File: src/rtl/rvsteel_bus_arbiter.sv
// Two-master round-robin arbiter for the single-cycle-response register bus.
// Optional response timeout: define RVSTEEL_BUS_ARBITER_TIMEOUT_EN.
module rvsteel_bus_arbiter #(
    parameter int ADDR_WIDTH     = 5,
    parameter int TIMEOUT_CYCLES = 15
) (
    input  logic                  clock,
    input  logic                  reset,

    input  logic [ADDR_WIDTH-1:0] m0_rw_address,
    input  logic                  m0_read_request,
    input  logic                  m0_write_request,
    input  logic [31:0]           m0_write_data,
    input  logic [3:0]            m0_write_strobe,
    output logic [31:0]           m0_read_data,
    output logic                  m0_read_response,
    output logic                  m0_write_response,

    input  logic [ADDR_WIDTH-1:0] m1_rw_address,
    input  logic                  m1_read_request,
    input  logic                  m1_write_request,
    input  logic [31:0]           m1_write_data,
    input  logic [3:0]            m1_write_strobe,
    output logic [31:0]           m1_read_data,
    output logic                  m1_read_response,
    output logic                  m1_write_response,

    output logic [ADDR_WIDTH-1:0] s_rw_address,
    output logic                  s_read_request,
    output logic                  s_write_request,
    output logic [31:0]           s_write_data,
    output logic [3:0]            s_write_strobe,
    input  logic [31:0]           s_read_data,
    input  logic                  s_read_response,
    input  logic                  s_write_response,

    output logic                  bus_error
);

    typedef enum logic [1:0] {
        ST_IDLE  = 2'd0,
        ST_ISSUE = 2'd1,
        ST_WAIT  = 2'd2
    } state_t;

    state_t                state_q, state_d;
    logic                  grant_q, grant_d;
    logic [ADDR_WIDTH-1:0] addr_q, addr_d;
    logic [31:0]           wdata_q, wdata_d;
    logic [3:0]            wstrb_q, wstrb_d;
    logic                  rreq_q, rreq_d;
    logic                  wreq_q, wreq_d;

    logic                  m0_pend;
    logic                  m1_pend;
    logic                  sel;
    logic                  in_wait;
    logic                  slave_done;
    logic                  timeout_hit;
    logic                  to_rd;
    logic                  to_wr;
    logic                  fwd_rd;
    logic                  fwd_wr;
    logic [31:0]           fwd_rdata;

    assign m0_pend    = m0_read_request | m0_write_request;
    assign m1_pend    = m1_read_request | m1_write_request;
    assign in_wait    = (state_q == ST_WAIT);
    assign slave_done = in_wait & (s_read_response | s_write_response);

`ifdef RVSTEEL_BUS_ARBITER_TIMEOUT_EN
    localparam int CW = (TIMEOUT_CYCLES < 1) ? 1 : $clog2(TIMEOUT_CYCLES + 1);

    logic [CW-1:0] cnt_q, cnt_d;
    logic          txn_rd_q, txn_rd_d;
    logic          txn_wr_q, txn_wr_d;
    logic          bus_error_q, bus_error_d;

    // Abort only when the slave stays silent for the full budget.
    assign timeout_hit = in_wait & ~slave_done & (cnt_q == CW'(TIMEOUT_CYCLES));
    assign to_rd       = timeout_hit & txn_rd_q;
    assign to_wr       = timeout_hit & txn_wr_q;
    assign bus_error   = bus_error_q;

    // Wait counter, latched request types and sticky error flag.
    always_comb begin
        cnt_d       = '0;
        txn_rd_d    = txn_rd_q;
        txn_wr_d    = txn_wr_q;
        bus_error_d = bus_error_q | timeout_hit;
        if (state_q == ST_ISSUE) begin
            txn_rd_d = rreq_q;
            txn_wr_d = wreq_q;
        end
        if (in_wait & ~slave_done & ~timeout_hit) begin
            cnt_d = cnt_q + CW'(1);
        end
    end

    // Timeout state registers.
    always_ff @(posedge clock) begin
        if (reset) begin
            cnt_q       <= '0;
            txn_rd_q    <= 1'b0;
            txn_wr_q    <= 1'b0;
            bus_error_q <= 1'b0;
        end else begin
            cnt_q       <= cnt_d;
            txn_rd_q    <= txn_rd_d;
            txn_wr_q    <= txn_wr_d;
            bus_error_q <= bus_error_d;
        end
    end
`else
    assign timeout_hit = 1'b0;
    assign to_rd       = 1'b0;
    assign to_wr       = 1'b0;
    assign bus_error   = 1'b0;
`endif

    // Arbitration and transaction sequencing.
    always_comb begin
        state_d = state_q;
        grant_d = grant_q;
        addr_d  = addr_q;
        wdata_d = wdata_q;
        wstrb_d = wstrb_q;
        rreq_d  = 1'b0;
        wreq_d  = 1'b0;
        sel     = 1'b0;
        unique case (state_q)
            ST_IDLE: begin
                if (m0_pend | m1_pend) begin
                    // On a tie the master that did not go last wins.
                    sel     = (m0_pend & m1_pend) ? ~grant_q : m1_pend;
                    grant_d = sel;
                    addr_d  = sel ? m1_rw_address    : m0_rw_address;
                    wdata_d = sel ? m1_write_data    : m0_write_data;
                    wstrb_d = sel ? m1_write_strobe  : m0_write_strobe;
                    rreq_d  = sel ? m1_read_request  : m0_read_request;
                    wreq_d  = sel ? m1_write_request : m0_write_request;
                    state_d = ST_ISSUE;
                end
            end
            ST_ISSUE: begin
                state_d = ST_WAIT;
            end
            ST_WAIT: begin
                if (slave_done | timeout_hit) begin
                    state_d = ST_IDLE;
                end
            end
            default: begin
                state_d = ST_IDLE;
            end
        endcase
    end

    // Main state registers; m1 marked as last grant so m0 wins first tie.
    always_ff @(posedge clock) begin
        if (reset) begin
            state_q <= ST_IDLE;
            grant_q <= 1'b1;
            addr_q  <= '0;
            wdata_q <= '0;
            wstrb_q <= '0;
            rreq_q  <= 1'b0;
            wreq_q  <= 1'b0;
        end else begin
            state_q <= state_d;
            grant_q <= grant_d;
            addr_q  <= addr_d;
            wdata_q <= wdata_d;
            wstrb_q <= wstrb_d;
            rreq_q  <= rreq_d;
            wreq_q  <= wreq_d;
        end
    end

    // Slave responses are only honoured while waiting for them.
    always_comb begin
        fwd_rd    = (in_wait & s_read_response) | to_rd;
        fwd_wr    = (in_wait & s_write_response) | to_wr;
        fwd_rdata = (in_wait & s_read_response) ? s_read_data : 32'h0;
    end

    assign m0_read_response  = fwd_rd & ~grant_q;
    assign m0_write_response = fwd_wr & ~grant_q;
    assign m0_read_data      = grant_q ? 32'h0 : fwd_rdata;

    assign m1_read_response  = fwd_rd & grant_q;
    assign m1_write_response = fwd_wr & grant_q;
    assign m1_read_data      = grant_q ? fwd_rdata : 32'h0;

    assign s_rw_address    = addr_q;
    assign s_read_request  = rreq_q;
    assign s_write_request = wreq_q;
    assign s_write_data    = wdata_q;
    assign s_write_strobe  = wstrb_q;

endmodule

File: config.mk
export PLATFORM = sky130hd
export DESIGN_NAME = rvsteel_bus_arbiter
export DESIGN_NICKNAME = d
export VERILOG_FILES = /design/src/rtl/rvsteel_bus_arbiter.sv
export SDC_FILE = /design/constraint.sdc
export NUM_CORES = 1
export LEC_CHECK = 0
export ABC_AREA = 1
export ABC_CLOCK_PERIOD_IN_PS = 1340
export BUFFER_PORTS_ARGS = -buffer_cell sky130_fd_sc_hd__buf_2
export CAP_MARGIN = 15
export CORE_MARGIN = 3
export CORE_UTILIZATION = 38
export CTS_CLUSTER_DIAMETER = 200
export DETAILED_ROUTE_END_ITERATION = 10
export GPL_TIMING_DRIVEN = 0
export HOLD_SLACK_MARGIN = 0.15
export PLACE_DENSITY = 0.75
export RECOVER_POWER = 25
export SYNTH_ARGS = -nofsm -noshare
export SYNTH_HDL_FRONTEND = slang
export SYNTH_SLANG_ARGS = --single-unit
File: constraint.sdc
create_clock -name clock -period 1.34 [get_ports clock]
set_clock_uncertainty 0.2 [all_clocks]
set_input_delay 0.067 -clock clock [delete_from_list [all_inputs] [get_ports clock]]
set_output_delay 0.067 -clock clock [all_outputs]
set_load 0.05 [all_outputs]
### Word level (Yosys, flattened, before mapping)

Cells that the tools add are included.

* register bits after elaboration: 46
* bits of input ports: 122
* logic and storage cells: 42
* output and inout port bits: 112

* equality and inequality tests: 4
* muxes and demuxes: 12
* reduce and logical (&&, ||, !) cells: 4
* bitwise operators: 15

Operators with widths (count)
* 32-bit 2-to-1 mux: 4
* 1-bit AND: 8
* 2-bit one-hot mux with 3 select lines: 1
* 5-bit 2-to-1 mux: 1
* 2-bit 2-to-1 mux: 2
* 4-bit 2-to-1 mux: 1
* 1-bit OR: 4
* 2-bit AND reduction: 2
* 1-bit 2-to-1 mux: 3
* 1-bit NOT: 3
* 3-bit OR reduction: 1
* 2-bit by 1-bit equality test with 1-bit output (second input constant): 1
* 2-bit equality test (second input constant): 1
* 2-bit zero test: 1
* 2-bit by 1-bit != test with 1-bit output (second input constant): 1
* 2-bit != test (second input constant): 1

### Logic depth before layout (Yosys ltp)

Gate-level depths: netlist of run 1.

* word-level depth: 4
* depth in mapped cells: 8
* depth with buffers taken out: 6

### Least setup slack after synthesis of run 1

No wires, ideal clock.

* path kind: flip-flop to output port
* from: register state_q[0]
* to: output port m1_read_data[22]
* path buffers: 1
* data arrival time: 1.467 ns
* slack: -0.394 ns
* required time: 1.073 ns
* stages on the path, launching flop included: 6
* cells stage by stage: dfxtp_1 > clkinv_1 > and3_1 > nand2_1 > buf_2 > nor2_1

* word-level cells in the longest chain between the ends: 4

RTL lines
* start: declaration: RTL line 46 `state_t state_q, state_d;`
* start signal: assignment: RTL line 170 `state_q <= state_d;`
* 2-bit equality test: RTL line 68 `assign in_wait = (state_q == ST_WAIT);`
* 1-bit AND: RTL line 184 `fwd_rdata = (in_wait & s_read_response) ? s_read_data : 32'h0;`
* 32-bit 2-to-1 mux: RTL line 184
* 32-bit 2-to-1 mux: RTL line 193 `assign m1_read_data = grant_q ? fwd_rdata : 32'h0;`
* end: declaration: RTL line 24 `output logic [31:0] m1_read_data,`

Every way passes these cells.

### Final worst setup path of run 1

* from: register state_q[0]
* to: output port m0_read_data[31]

* word-level cells in the longest chain between the ends: 4

RTL lines
* 2-bit equality test: RTL line 68
* 1-bit AND: RTL line 184
* 32-bit 2-to-1 mux: RTL line 184
* 32-bit 2-to-1 mux: RTL line 189 `assign m0_read_data = grant_q ? 32'h0 : fwd_rdata;`
* end: declaration: RTL line 15 `output logic [31:0] m0_read_data,`

Every way passes these cells.

==> metrics.md, run 1 <==
| Metric | Value |
|---|---|
| Clock latency on the worst-skew pair | `0.31 ns` |
| Critical Path RT | `1.07 ns` |
| Post-route DRC violation count | `0` |
| Post-synth top area cell | `dfxtp_1` |
| Initial Utilization | `39.9%` |
| Syn Nets | `707` |
| Post-synthesis sequential area ratio | `27.5%` |
| CTS sink cnt | `46` |
| Overall Power | `5.80 mW` |
| Final worst slack | `-0.452 ns` |
| CP Capture Type | `output port` |
| Final nets | `1058` |
| Buffers on Ports | `232` |
| Worst vdd ir | `0.688 mV` |
| Hold Crit Class | `input pin to flip-flop` |
| Placed cells | `922` |
| Final critical-path share of the clock period | `134%` |
| Max-Cap Viols | `0` |
| R2R setup slack | `-0.37 ns` |
| Area growth syn-to-layout | `116%` |
| Inserted Clock Buffers | `5` |
| TritonCTS clock tree | `built` |
| Status | `finished with violations` |
| Power Density | `803 nW/µm²` |
| Layout Cells excl Fill | `1046` |
| Row count | `33` |
| Via Count | `5186` |
| Area share of the largest cell type after synthesis | `27.5%` |
| Layout cell share with drive strength beyond 1 | `46.1%` |
| Reg power frac | `29.1%` |
| Die Width | `99.8 µm` |
| Final setup fails | `113` |
| Synthesized flop and latch total | `46` |
| GP Congestion | `0.905` |
| Routed Antenna Nets | `0` |
| Final hold vios | `0` |
| Fillcell total | `440` |
| Worst setup path class | `flip-flop to output port` |
| Avg Vias per Cell | `4.96` |
| Number of I/O pins | `234` |
| Critical-path maximum fanout | `7` |
| Max H-tree Level | `2` |
| Vias in the first global route | `5250` |
| GRT overflow | `0` |
| Commonest non-fill, non-tap cell in the layout | `buf_2` |
| Failing checks | `negative setup slack` |
| Clk network pwr share | `16.7%` |
| RSZ-0062 raised after global routing | `yes` |
| Largest net degree at the start of global routing | `15` |
| Routed WL | `17500 µm` |
| Mapped cell area | `3340 µm²` |
| Chip Height | `99.8 µm` |
| Fmax | `558 MHz` |
| Clk root buf | `clkbuf_8` |
| Clock Path Buffers | `2` |
| Post-Syn Instances | `585` |
| P_sw | `2.62 mW` |
| Startpoint Class | `flip-flop` |
| Comb power frac | `54.2%` |
| Wire per inst | `16.8 µm` |
| CTS clock-pin slew for the worst setup and hold paths | `0.10 ns` |
| Final Max Tran Viols | `0` |
| First-pass GRT wire length | `25700 µm` |
| Initial DRC count | `245` |
| Clock period minus worst slack | `1.79 ns` |
| Die area | `9960 µm²` |
| Int Power | `3.18 mW` |
| Critical path arrival | `1.52 ns` |
| Synth unique cells | `20` |
| All-Layer GR Usage | `32.2%` |
| Number of synthesis warnings | `0` |
| Most frequent cells in the layout | `buf_2, nand2_1, inv_1` |
| DRT Pass-1 Iters | `5` |
| Sw Share | `45.1%` |
| Largest cells by area after synthesis | `dfxtp_1, nor2_1, nand2_1, inv_1, a21oi_2` |
| Avg Cell Area, Syn | `5.72 µm²` |
| Final HPWL DP | `9730 µm` |
| P_leak | `3.74 nW` |
| Initial antenna violation count | `4` |
| Core area | `8380 µm²` |
cell families after synthesis:
kind of cell,count (synthesis),share of synthesized area (%)
AO/OA/AOI/OAI,46,11.6
buffers and inverters,159,21.1
flip-flops,46,27.5
other,1,0.112
AND/OR/NAND/NOR,333,39.6
cell type report:
type | instances | area (µm²) | area share [%]
plain buffers | 37 | 390 | 5.41
inverters | 122 | 473 | 6.55
diodes | 4 | 10.0 | 0.139
clock inverters | 1 | 8.76 | 0.121
repair buffers | 344 | 2870 | 39.8
flip-flops and latches | 46 | 927 | 12.8
clock buffers | 7 | 96.3 | 1.33
well taps | 105 | 131 | 1.82
multi-input cells | 380 | 2310 | 32.0
flip-flops by register name, summed over array words and instances, names as in the netlist:
| register | cells |
|---|---|
| s_read_request | 1 |
| grant_q | 1 |
| s_write_data | 32 |
| s_rw_address | 5 |
| s_write_request | 1 |
| state_q | 2 |
| s_write_strobe | 4 |
repair_timing:
| item | CTS | global route |
|---|---|---|
| gates cloned | 4 | 4 |
| endpoints found under the setup margin | 113 | 113 |
| pin swaps | 4 | 9 |
| endpoints found under the hold margin | 45 | 0 |
| hold buffers | 89 | 0 |
| gates resized for setup | 186 | 46 |
| setup buffers | 12 | 3 |
layer usage:
metal | GRT usage [%] | part of all wire (%)
met1 | 32.9 | 34
met4 | 16.5 | 4.9
met2 | 59.5 | 52
met5 | 0 | 0
met3 | 8.62 | 9.8
per-stage QoR:
| stage | setup TNS (ns) | utilization, % | setup WS [ns] | hold slack (ns) | area, µm² |
|---|---|---|---|---|---|
| detailed placement | -16.01 | 61.8 | -0.201 | 0.0485 | 5180 |
| global placement | -13.94 | 61.8 | -0.181 | 0.0385 | 5180 |
| floorplan | -2.68 | - | -0.0730 | -0.0713 | 3890 |
| CTS | -32.91 | 83.0 | -0.416 | 0.196 | 6950 |
| global route | -46.42 | 86.1 | -0.511 | 0.266 | 7220 |
| finish | -40.36 | 86.1 | -0.452 | 0.207 | 7220 |
critical path: stages (launching register included):
cell	delay [ns]
dfxtp_2	0.35
clkinv_4	0.04
and3_4	0.24
nand2_8	0.12
buf_4	0.18
nor2_2	0.11
buf_6	0.17
worst paths after layout:
kind | endpoint | start | cells after the start
worst max-delay path | m0_read_data[31] | state_q[0] | 6
worst min-delay path | s_write_data[3] | m1_read_request | 7
worst max register to register | s_write_data[14] | state_q[0] | 10
worst min register to register | state_q[1] | state_q[0] | 2
power by group through the flow:
stage	clock network (mW)	registers [mW]	logic [mW]
floorplan	0	2.31	1.25
global placement	0	1.69	2.45
detailed placement	0	1.70	2.49
CTS	0.977	1.68	2.93
global route	1.03	1.70	3.36
finish	0.969	1.68	3.14
cells in the mapped netlist (all sizes together):
cell    instances
a21oi          45
and3            1
buf            32
clkbuf          5
clkinv          2
conb            1
dfxtp          46
inv           120
nand2         135
nand3          46
nor2          151
o21ai           1
(Power assumes the default switching activity.)
==> inputs of run 2 (changes only) <==
--- a/config.mk
+++ b/config.mk
@@ -9,11 +9,9 @@
 export ABC_CLOCK_PERIOD_IN_PS = 1340
 export BUFFER_PORTS_ARGS = -buffer_cell sky130_fd_sc_hd__buf_2
 export CAP_MARGIN = 15
-export CORE_MARGIN = 3
 export CORE_UTILIZATION = 38
 export CTS_CLUSTER_DIAMETER = 200
 export DETAILED_ROUTE_END_ITERATION = 10
-export GPL_TIMING_DRIVEN = 0
 export HOLD_SLACK_MARGIN = 0.15
 export PLACE_DENSITY = 0.75
 export RECOVER_POWER = 25
==> run 2 against run 1 <==
Net effect: the run still ends with negative setup slack left; sequential share of layout area fell by 0.59 points; non-clock buffer count down 19; clock power rose by 5%; via count rose by 2.7%; sequential cell count stayed put; cell count fell by 1.8%; combinational power up 15%; die area shrank 7.9%; sequential power hardly changed; highest routed layer unchanged.
==> metrics.md, run 2 (same netlist as run 1, synthesis figures left out) <==
| Metric | Value |
|---|---|
| Status | `finished with violations (unchanged)` |
| Failing checks | `negative setup slack (unchanged)` |
| Avg Vias per Cell | `5.19 (was 4.96)` |
| Worst setup path class | `flip-flop to output port (unchanged)` |
| Inserted Clock Buffers | `5 (unchanged)` |
| Worst vdd ir | `0.629 mV (was 0.688 mV)` |
| Row count | `33 (unchanged)` |
| Max-Cap Viols | `0 (unchanged)` |
| Sw Share | `45.7% (was 45.1%)` |
| WP buf/inv | `3 (unchanged)` |
| CTS sink cnt | `46 (unchanged)` |
| CP Capture Type | `output port (unchanged)` |
| Area growth syn-to-layout | `126% (was 116%)` |
| Critical-path maximum fanout | `6 (was 7)` |
| Core area | `8380 µm² (unchanged)` |
| Wire per inst | `18.7 µm (was 16.8 µm)` |
| First-pass GRT wire length | `24200 µm (was 25700 µm)` |
| Clock latency on the worst-skew pair | `0.29 ns (was 0.31 ns)` |
| GRT overflow | `0 (unchanged)` |
| Vias in the first global route | `5012 (was 5250)` |
| Buffers on Ports | `232 (unchanged)` |
| Max H-tree Level | `2 (unchanged)` |
| Startpoint Class | `flip-flop (unchanged)` |
| Comb power frac | `57.3% (was 54.2%)` |
| Clk network pwr share | `16.2% (was 16.7%)` |
| RSZ-0062 raised after global routing | `yes (unchanged)` |
| P_leak | `3.77 nW (was 3.74 nW)` |
| Final worst slack | `-0.466 ns (was -0.452 ns)` |
| Die area | `9180 µm² (was 9960 µm²)` |
| Largest net degree at the start of global routing | `44 (was 15)` |
| Reg power frac | `26.5% (was 29.1%)` |
| Power Density | `838 nW/µm² (was 803 nW/µm²)` |
| Final Max Tran Viols | `0 (unchanged)` |
| Hold Crit Class | `input pin to flip-flop (unchanged)` |
| P_sw | `2.89 mW (was 2.62 mW)` |
| Clk root buf | `clkbuf_8 (unchanged)` |
| Routed WL | `19300 µm (was 17500 µm)` |
| Critical Path Slowest Stage Cell | `dfxtp_2 (unchanged)` |
| Clock Path Buffers | `2 (unchanged)` |
| Max reg flops | `32 (unchanged)` |
| Final critical-path share of the clock period | `135% (was 134%)` |
| DRT Pass-1 Iters | `5 (unchanged)` |
| Critical Path RT | `1.07 ns (about the same)` |
| Int Power | `3.43 mW (was 3.18 mW)` |
| TritonCTS clock tree | `built (unchanged)` |
| Final HPWL DP | `8350 µm (was 9730 µm)` |
| Die Width | `95.8 µm (was 99.8 µm)` |
| Initial DRC count | `328 (was 245)` |
| Layout cell share with drive strength beyond 1 | `52.0% (was 46.1%)` |
| Number of I/O pins | `234 (unchanged)` |
| Crit path max-delay family | `simple AND/OR/NAND/NOR gates (unchanged)` |
| GP Congestion | `0.747 (was 0.905)` |
| Layout Cells excl Fill | `1027 (was 1046)` |
| Post-route DRC violation count | `0 (unchanged)` |
| Via Count | `5326 (was 5186)` |
| Routed Antenna Nets | `0 (unchanged)` |
| All-Layer GR Usage | `34.6% (was 32.2%)` |
| Initial Utilization | `39.9% (unchanged)` |
| Fmax | `554 MHz (was 558 MHz)` |
| Most frequent cells in the layout | `buf_2, inv_1, nand2_1 (was buf_2, nand2_1, inv_1)` |
| Core Util, Final | `90.0% (was 86.1%)` |
| CP peak stage delay | `0.35 ns (about the same)` |
| Initial antenna violation count | `2 (was 4)` |
| Chip Height | `95.8 µm (was 99.8 µm)` |
| Placed cells | `911 (was 922)` |
| CTS clock-pin slew for the worst setup and hold paths | `0.08 ns (was 0.10 ns)` |
| Final hold vios | `0 (unchanged)` |
| Clock period minus worst slack | `1.81 ns (was 1.79 ns)` |
| Final nets | `1039 (was 1058)` |
| Final setup fails | `113 (unchanged)` |
| Critical path arrival | `1.54 ns (was 1.52 ns)` |
| Crit path cell chain | `clkinv_4 > and3_4 > nand2_8 > clkbuf_16 > nor2_4 > buf_8 (was clkinv_4 > and3_4 > nand2_8 > buf_4 > nor2_2 > buf_6)` |
| Commonest non-fill, non-tap cell in the layout | `buf_2 (unchanged)` |
==> run 2: cell types whose count changed in the layout (fill, tap and decap cells not counted), moves of 3 or more <==
cell and delta:
nand2_1 -33, buf_6 -30, nand2_4 +29, nor2_1 -27
nor2_2 +15, nor2_4 +12, buf_8 +10, clkbuf_2 -8
buf_12 +7, nand2_2 +4, buf_16 +3, buf_4 +3
nand3_2 +3
==> run 2: per-stage QoR <==
stage	instance area, µm²	power [mW]	TNS, ns	hold slack (ns)	setup slack (ns)
floorplan	3890	3.56	-2.68	-0.0713	-0.0730
CTS	6990	5.76	-33.22	0.189	-0.412
finish	7540	6.32	-38.81	0.228	-0.466
global route	7540	6.62	-44.64	0.237	-0.613
detailed placement	5200	4.23	-9.09	0.0703	-0.166
global placement	5200	4.17	-7.03	0.0438	-0.128
==> run 2: power groups by stage <==
stage	Combinational, mW	Clock (mW)	Sequential, mW
4_1_cts	3.05	1.05	1.66
6_report	3.62	1.02	1.68
2_1_floorplan	1.25	0	2.31
3_5_place_dp	2.54	0	1.69
5_1_grt	3.82	1.11	1.69
3_3_place_gp	2.49	0	1.67
==> run 2: worst reg2reg max path: stages, from the launching register on <==
cell	delay (ns)
dfxtp_2	0.37
clkinv_4	0.05
buf_4	0.12
buf_6	0.12
nand2_4	0.07
a21oi_4	0.04
buf_6	0.13
buf_12	0.12
buf_16	0.14
nand2_1	0.06
nor2_1	0.04
nor2_1	0.18
==> run 2: repair_timing <==
item                       CTS  global route
hold buffers                89             0
gates resized for setup    166           156
buffers inserted             6             4
pin swaps                    2            76
setup endpoints to repair  111           113
gates cloned                 7             1
hold endpoints to repair    46             0
==> run 2: layout make-up <==
type	count	area, µm²
Antenna cell	4	10.0
Multi-Input combinational cell	380	2680
Tap cell	105	131
Clock inverter	1	30.0
Clock buffer	7	76.3
Sequential cell	46	925
Timing Repair Buffer	362	3220
Fill cell	331	838
Inverter	122	472
==> run 2: worst paths after layout <==
path	startpoint	endpoint	slack, ns	cells past startpoint
max	state_q[0]	m0_read_data[6]	-0.47	6
min reg2reg	state_q[0]	state_q[1]	0.31	2
min	m0_write_request	s_read_request	0.23	5
max reg2reg	state_q[0]	s_rw_address[3]	-0.40	11
==> run 2: per-layer routing <==
metal / vias to the layer above / routed length (µm) / track usage, %
met4: 0 / 1650 / 24.6
met5: - / 0 / 0
li1: 2375 / - / -
met2: 417 / 9500 / 61.4
met1: 2389 / 6260 / 34.2
met3: 145 / 1850 / 10.7
